$ cat config.mk
export PLATFORM = sky130hd
export DESIGN_NAME = ysyx_24100006_axi_arbiter
export DESIGN_NICKNAME = d
export VERILOG_FILES = /design/src/rtl/ysyx_24100006_axi_pkg.sv /design/src/rtl/ysyx_24100006_arb_pick.sv /design/src/rtl/ysyx_24100006_axi_arbiter.sv
export SDC_FILE = /design/constraint.sdc
export NUM_CORES = 1
export LEC_CHECK = 0
export ABC_AREA = 1
export BUFFER_PORTS_ARGS = -buffer_cell sky130_fd_sc_hd__buf_4
export CAP_MARGIN = 30
export CORE_AREA = 2 2 164 166
export DETAILED_ROUTE_END_ITERATION = 10
export DIE_AREA = 0 0 166 168
export SYNTH_ARGS = -nofsm -noshare
export SYNTH_HDL_FRONTEND = slang
export SYNTH_SLANG_ARGS = --single-unit
$ cat constraint.sdc
create_clock -name clk -period 1.2 [get_ports clk]
set_input_delay 0.24 -clock clk [delete_from_list [all_inputs] [get_ports clk]]
set_output_delay 0.24 -clock clk [all_outputs]
set_load 0.005 [all_outputs]
$ cat src/rtl/ysyx_24100006_axi_pkg.sv
// Shared AXI arbiter definitions: FSM states, response codes and master IDs.
// Used by the arbiter top and its pick sub-module.
package ysyx_24100006_axi_pkg;

    typedef enum logic [1:0] {
        S_IDLE = 2'd0,
        S_RD   = 2'd1,
        S_WR   = 2'd2
    } state_e;

    localparam logic [1:0] RESP_OKAY   = 2'b00;
    localparam logic [1:0] RESP_SLVERR = 2'b10;

    localparam logic M_IFU = 1'b0;
    localparam logic M_LSU = 1'b1;

endpackage

$ cat src/rtl/ysyx_24100006_arb_pick.sv
// Combinational two-requester pick: fixed priority (req1 wins) by default,
// round-robin against last_owner_i when ARB_RR_EN is defined.
module ysyx_24100006_arb_pick
    import ysyx_24100006_axi_pkg::*;
(
    input  logic req0_i,
    input  logic req1_i,
    input  logic last_owner_i,
    output logic grant_id_o,
    output logic grant_valid_o
);

    assign grant_valid_o = req0_i | req1_i;

`ifdef ARB_RR_EN
    // On contention the requester that was not served last wins.
    assign grant_id_o = (req0_i && req1_i) ? ~last_owner_i
                                           : (req1_i ? M_LSU : M_IFU);
`else
    logic unused_last_owner;
    assign unused_last_owner = last_owner_i;
    assign grant_id_o = req1_i ? M_LSU : M_IFU;
`endif

endmodule

$ cat src/rtl/ysyx_24100006_axi_arbiter.sv
// Two-master (IFU read, LSU read/write) to one-slave AXI4 arbiter; one grant per
// transaction. Define ARB_RR_EN for round-robin between masters instead of fixed priority.
module ysyx_24100006_axi_arbiter
    import ysyx_24100006_axi_pkg::*;
#(
    parameter int ADDR_W = 32,
    parameter int DATA_W = 32
) (
    input  logic                clk,
    input  logic                reset,
    // M0 (IFU) read
    input  logic [ADDR_W-1:0]   m0_araddr,
    input  logic [7:0]          m0_arlen,
    input  logic [2:0]          m0_arsize,
    input  logic                m0_arvalid,
    output logic                m0_arready,
    output logic [DATA_W-1:0]   m0_rdata,
    output logic [1:0]          m0_rresp,
    output logic                m0_rlast,
    output logic                m0_rvalid,
    input  logic                m0_rready,
    // M1 (LSU) read
    input  logic [ADDR_W-1:0]   m1_araddr,
    input  logic [7:0]          m1_arlen,
    input  logic [2:0]          m1_arsize,
    input  logic                m1_arvalid,
    output logic                m1_arready,
    output logic [DATA_W-1:0]   m1_rdata,
    output logic [1:0]          m1_rresp,
    output logic                m1_rlast,
    output logic                m1_rvalid,
    input  logic                m1_rready,
    // M1 (LSU) write
    input  logic [ADDR_W-1:0]   m1_awaddr,
    input  logic [7:0]          m1_awlen,
    input  logic [2:0]          m1_awsize,
    input  logic                m1_awvalid,
    output logic                m1_awready,
    input  logic [DATA_W-1:0]   m1_wdata,
    input  logic [DATA_W/8-1:0] m1_wstrb,
    input  logic                m1_wlast,
    input  logic                m1_wvalid,
    output logic                m1_wready,
    output logic [1:0]          m1_bresp,
    output logic                m1_bvalid,
    input  logic                m1_bready,
    // Slave side
    output logic [ADDR_W-1:0]   s_araddr,
    output logic [7:0]          s_arlen,
    output logic [2:0]          s_arsize,
    output logic                s_arvalid,
    input  logic                s_arready,
    input  logic [DATA_W-1:0]   s_rdata,
    input  logic [1:0]          s_rresp,
    input  logic                s_rlast,
    input  logic                s_rvalid,
    output logic                s_rready,
    output logic [ADDR_W-1:0]   s_awaddr,
    output logic [7:0]          s_awlen,
    output logic [2:0]          s_awsize,
    output logic                s_awvalid,
    input  logic                s_awready,
    output logic [DATA_W-1:0]   s_wdata,
    output logic [DATA_W/8-1:0] s_wstrb,
    output logic                s_wlast,
    output logic                s_wvalid,
    input  logic                s_wready,
    input  logic [1:0]          s_bresp,
    input  logic                s_bvalid,
    output logic                s_bready
);

    state_e state_q, state_d;
    logic   owner_q, owner_d;
    logic   wr_req, req1, grant_id, grant_valid, last_owner;

    assign wr_req = m1_awvalid && m1_wvalid;
    assign req1   = wr_req || m1_arvalid;

    ysyx_24100006_arb_pick u_pick (
        .req0_i        (m0_arvalid),
        .req1_i        (req1),
        .last_owner_i  (last_owner),
        .grant_id_o    (grant_id),
        .grant_valid_o (grant_valid)
    );

`ifdef ARB_RR_EN
    logic last_owner_q;
    always_ff @(posedge clk) begin
        if (reset) begin
            last_owner_q <= M_IFU;
        end else if (state_q == S_IDLE && grant_valid) begin
            last_owner_q <= grant_id;
        end
    end
    assign last_owner = last_owner_q;
`else
    assign last_owner = M_IFU;
`endif

    always_comb begin
        state_d = state_q;
        owner_d = owner_q;
        case (state_q)
            S_IDLE: if (grant_valid) begin
                owner_d = grant_id;
                // Inside M1 a write always beats a read.
                state_d = (grant_id == M_LSU && wr_req) ? S_WR : S_RD;
            end
            S_RD: if (s_rvalid && s_rready && s_rlast) state_d = S_IDLE;
            S_WR: if (s_bvalid && m1_bready) state_d = S_IDLE;
            default: state_d = S_IDLE;
        endcase
    end

    always_ff @(posedge clk) begin
        if (reset) begin
            state_q <= S_IDLE;
            owner_q <= M_IFU;
        end else begin
            state_q <= state_d;
            owner_q <= owner_d;
        end
    end

    logic rd0, rd1, wr_act;
    assign rd0    = (state_q == S_RD) && (owner_q == M_IFU);
    assign rd1    = (state_q == S_RD) && (owner_q == M_LSU);
    assign wr_act = (state_q == S_WR);

    // Read routing; unrouted buses are driven 0.
    assign s_araddr   = rd0 ? m0_araddr : (rd1 ? m1_araddr : '0);
    assign s_arlen    = rd0 ? m0_arlen  : (rd1 ? m1_arlen  : '0);
    assign s_arsize   = rd0 ? m0_arsize : (rd1 ? m1_arsize : '0);
    assign s_arvalid  = (rd0 && m0_arvalid) || (rd1 && m1_arvalid);
    assign m0_arready = rd0 && s_arready;
    assign m1_arready = rd1 && s_arready;
    assign s_rready   = (rd0 && m0_rready) || (rd1 && m1_rready);

    assign m0_rdata  = rd0 ? s_rdata : '0;
    assign m0_rresp  = rd0 ? s_rresp : '0;
    assign m0_rlast  = rd0 && s_rlast;
    assign m0_rvalid = rd0 && s_rvalid;
    assign m1_rdata  = rd1 ? s_rdata : '0;
    assign m1_rresp  = rd1 ? s_rresp : '0;
    assign m1_rlast  = rd1 && s_rlast;
    assign m1_rvalid = rd1 && s_rvalid;

    // Write routing (M1 only)
    assign s_awaddr   = wr_act ? m1_awaddr : '0;
    assign s_awlen    = wr_act ? m1_awlen  : '0;
    assign s_awsize   = wr_act ? m1_awsize : '0;
    assign s_awvalid  = wr_act && m1_awvalid;
    assign m1_awready = wr_act && s_awready;
    assign s_wdata    = wr_act ? m1_wdata : '0;
    assign s_wstrb    = wr_act ? m1_wstrb : '0;
    assign s_wlast    = wr_act && m1_wlast;
    assign s_wvalid   = wr_act && m1_wvalid;
    assign m1_wready  = wr_act && s_wready;
    assign m1_bresp   = wr_act ? s_bresp : '0;
    assign m1_bvalid  = wr_act && s_bvalid;
    assign s_bready   = wr_act && m1_bready;

    // A slave response with no transaction outstanding is a protocol error.
    assert property (@(posedge clk) disable iff (reset)
        (state_q == S_IDLE) |-> !(s_rvalid || s_bvalid));

endmodule

==> results.toml <==
[layout]
antennaDiodeCount = 0
fill_cells = 2881
final_cell_mix = "buf_4, inv_1, nor2_2"
finalNonFillerCells = 1278
mostFrequentLayoutCell = "buf_4"
num-nets-final = 1155
drive_above_1_share = 0.668
final_util = 0.275
syn_to_final_growth_pct = 253

[synth]
synth_top_area_share = 0.300
synth_area_sq_um = 2050
yosys.cell_types.count = 17
avgSynthCellArea_sq_um = 4.20
syn_inst = 489
synth_top_cells_by_area = "nor2_1, inv_1, nand3_1, nand2_1, dfxtp_1"
yosys_register_bits = 3
yosysTopAreaCell = "nor2_1"
synth_fp_nets = 706
synth_warnings = 0
ys_seq_area_frac = 0.0292

[timing]
tightest_slew_ns = 0.601
hold_ws_ns = 0.198
fmaxAchievable_ghz = 0.589
layout_setup_ws_ns = -0.498
finalHoldViolations = 0
tns_ns = -84.19
slew_violations = 0
setup_viol = 209
relSlewSlack = 0.595
finClkSkew_ns = 0.00344
rsz0062_at_grt = "true"
period_share = 1.41
finalCriticalPeriod_ns = 1.70

[critical_path]
timing.critical_path.mode_cell = "buf_12"
reg2reg_from = "state_q[1]"
worstReg2RegEnd = "state_q[1]"
reg2regPathDepth = 6
crit_family = "buffers and inverters"
path_buf_inv = 5
arrival_ns = 1.46
cp.required_ns = 0.96
start_kind = "flip-flop"
path_max_fanout = 9
path_depth = 8
slowest_delay_ns = 0.36
endpoint = "m1_rdata[30]"
worstSetupPathType = "reg2out"
endpoint_kind = "output port"
crit_start = "state_q[0]"
slowest_stage = "dfxtp_4"
crit_chain = "inv_4 > nor2_4 > buf_12 > nand2_8 > buf_12 > buf_16 > nor2_2 > buf_4"
r2r_slack_ns = -0.12

[routing]
via_count = 4668
drtIter0Drc = 134
route.detailed.drc = 0
wl_mm = 17.6
drtPass1Iterations = 5
wire_per_inst_um = 13.7
ant_nets = 0
viasPerCell = 3.65

[clock_tree]
cts_buffers = 3
clkSinkCount = 3
clk_pin_slew_ns = 0.03
root_buffer = "clkbuf_16"
htree_num_levels = 1
clock_latency_ns = 0.23
cts_max_path_buffers = 2
cts_tree = "built"

[place]
dp.cells = 1252
gp_congestion = 0.821
numPortBuffers = 423
dpl.hpwl_mm = 13.5

[status]
violations = "setup timing"
status = "finished with violations"

[grt]
grt_overflow = 0
grt_pass1_wl_mm = 24.3
grt_use_total = 0.110
antenna_found_initial = 0
grt_pass1_vias = 4530
grt_max_degree = 44

[floorplan]
core_area_sq_um = 26400
top_level_ports = 424
die_width_um = 166
row_count = 60
fp.dieH_um = 168
dieArea_sq_um = 27900
start_util = 0.0780

[pwr]
p_leak_nw = 4.21
vdd_drop_max_v = 0.000318
power_density_nw_per_um2 = 564

[run]
maxCapViolations = 0

[hold_path]
min_path_type = "in2reg"
==> timing repair <==
| action | in CTS | in global routing |
|---|---|---|
| setup buffers | 7 | 1 |
| setup endpoints to repair | 209 | 209 |
| hold buffers | 0 | 0 |
| endpoints found under the hold margin | 0 | 0 |
| cloned | 6 | 8 |
| gates resized for setup | 57 | 142 |
| pin swaps | 4 | 21 |
==> sequential cells by signal, indices dropped and copies added, names as in the netlist <==
register and flops:
owner_q 1, state_q 2
==> logic make-up (layout without fill, tap and decap cells) <==
kind of cell           after synthesis  in the layout  share of synthesized area
AO/OA/AOI/OAI                        7              7                     0.0177
buffers and inverters              170            618                      0.329
flip-flops                           3              3                     0.0292
AND/OR/NAND/NOR                    309            309                      0.624
==> worst min-delay path by stage <==
stage	startpoint	end	slack [ns]	cells after the start
after global routing	reset	state_q[1]	0.19	2
after CTS	reset	owner_q	0.19	2
after global placement	reset	state_q[1]	0.42	2
final	reset	state_q[1]	0.20	2
after floorplan	reset	state_q[1]	0.30	1
after detailed placement	reset	owner_q	0.43	2
==> through the flow <==
stage | area, sq um | total power [W] | worst slack, ns
after floorplan | 2160 | 0.00101 | -0.0520
after global placement | 5990 | 0.00268 | -0.288
after detailed placement | 5990 | 0.00270 | -0.277
after CTS | 6510 | 0.00366 | -0.512
after global routing | 7260 | 0.00435 | -0.561
final | 7260 | 0.00409 | -0.498
==> power by group <==
group          internal (W)  switching (W)
Sequential         0.000115      0.0000227
Clock              0.000440       0.000106
Combinational       0.00194        0.00147
==> cell usage after synthesis <==
cell	count
o22ai_1	1
inv_2	4
o21ai_1	1
clkbuf_1	13
o21ai_0	3
nand2_1	55
nand3_1	87
nand4_1	2
a21oi_1	2
dfxtp_1	3
nor2_4	1
buf_6	2
nor2_1	164
inv_1	131
buf_1	7
buf_4	3
buf_2	10
==> metal layers <==
metal / share of wire / wire length, um / global-route usage
met5: 0 / 0 / 0
met4: 0.014 / 249 / 0.0276
met3: 0.076 / 1330 / 0.0242
met2: 0.55 / 9640 / 0.216
met1: 0.36 / 6340 / 0.120
==> final cells by class <==
class	count	area, sq um	area share
clock buffer	4	78.8	0.0109
inverter	135	517	0.0712
multi-input combinational	316	1910	0.264
sequential	3	68.8	0.00948
tap	341	427	0.0588
timing repair buffer	479	4250	0.586
No activity file was read; power rests on OpenSTA's default activity.
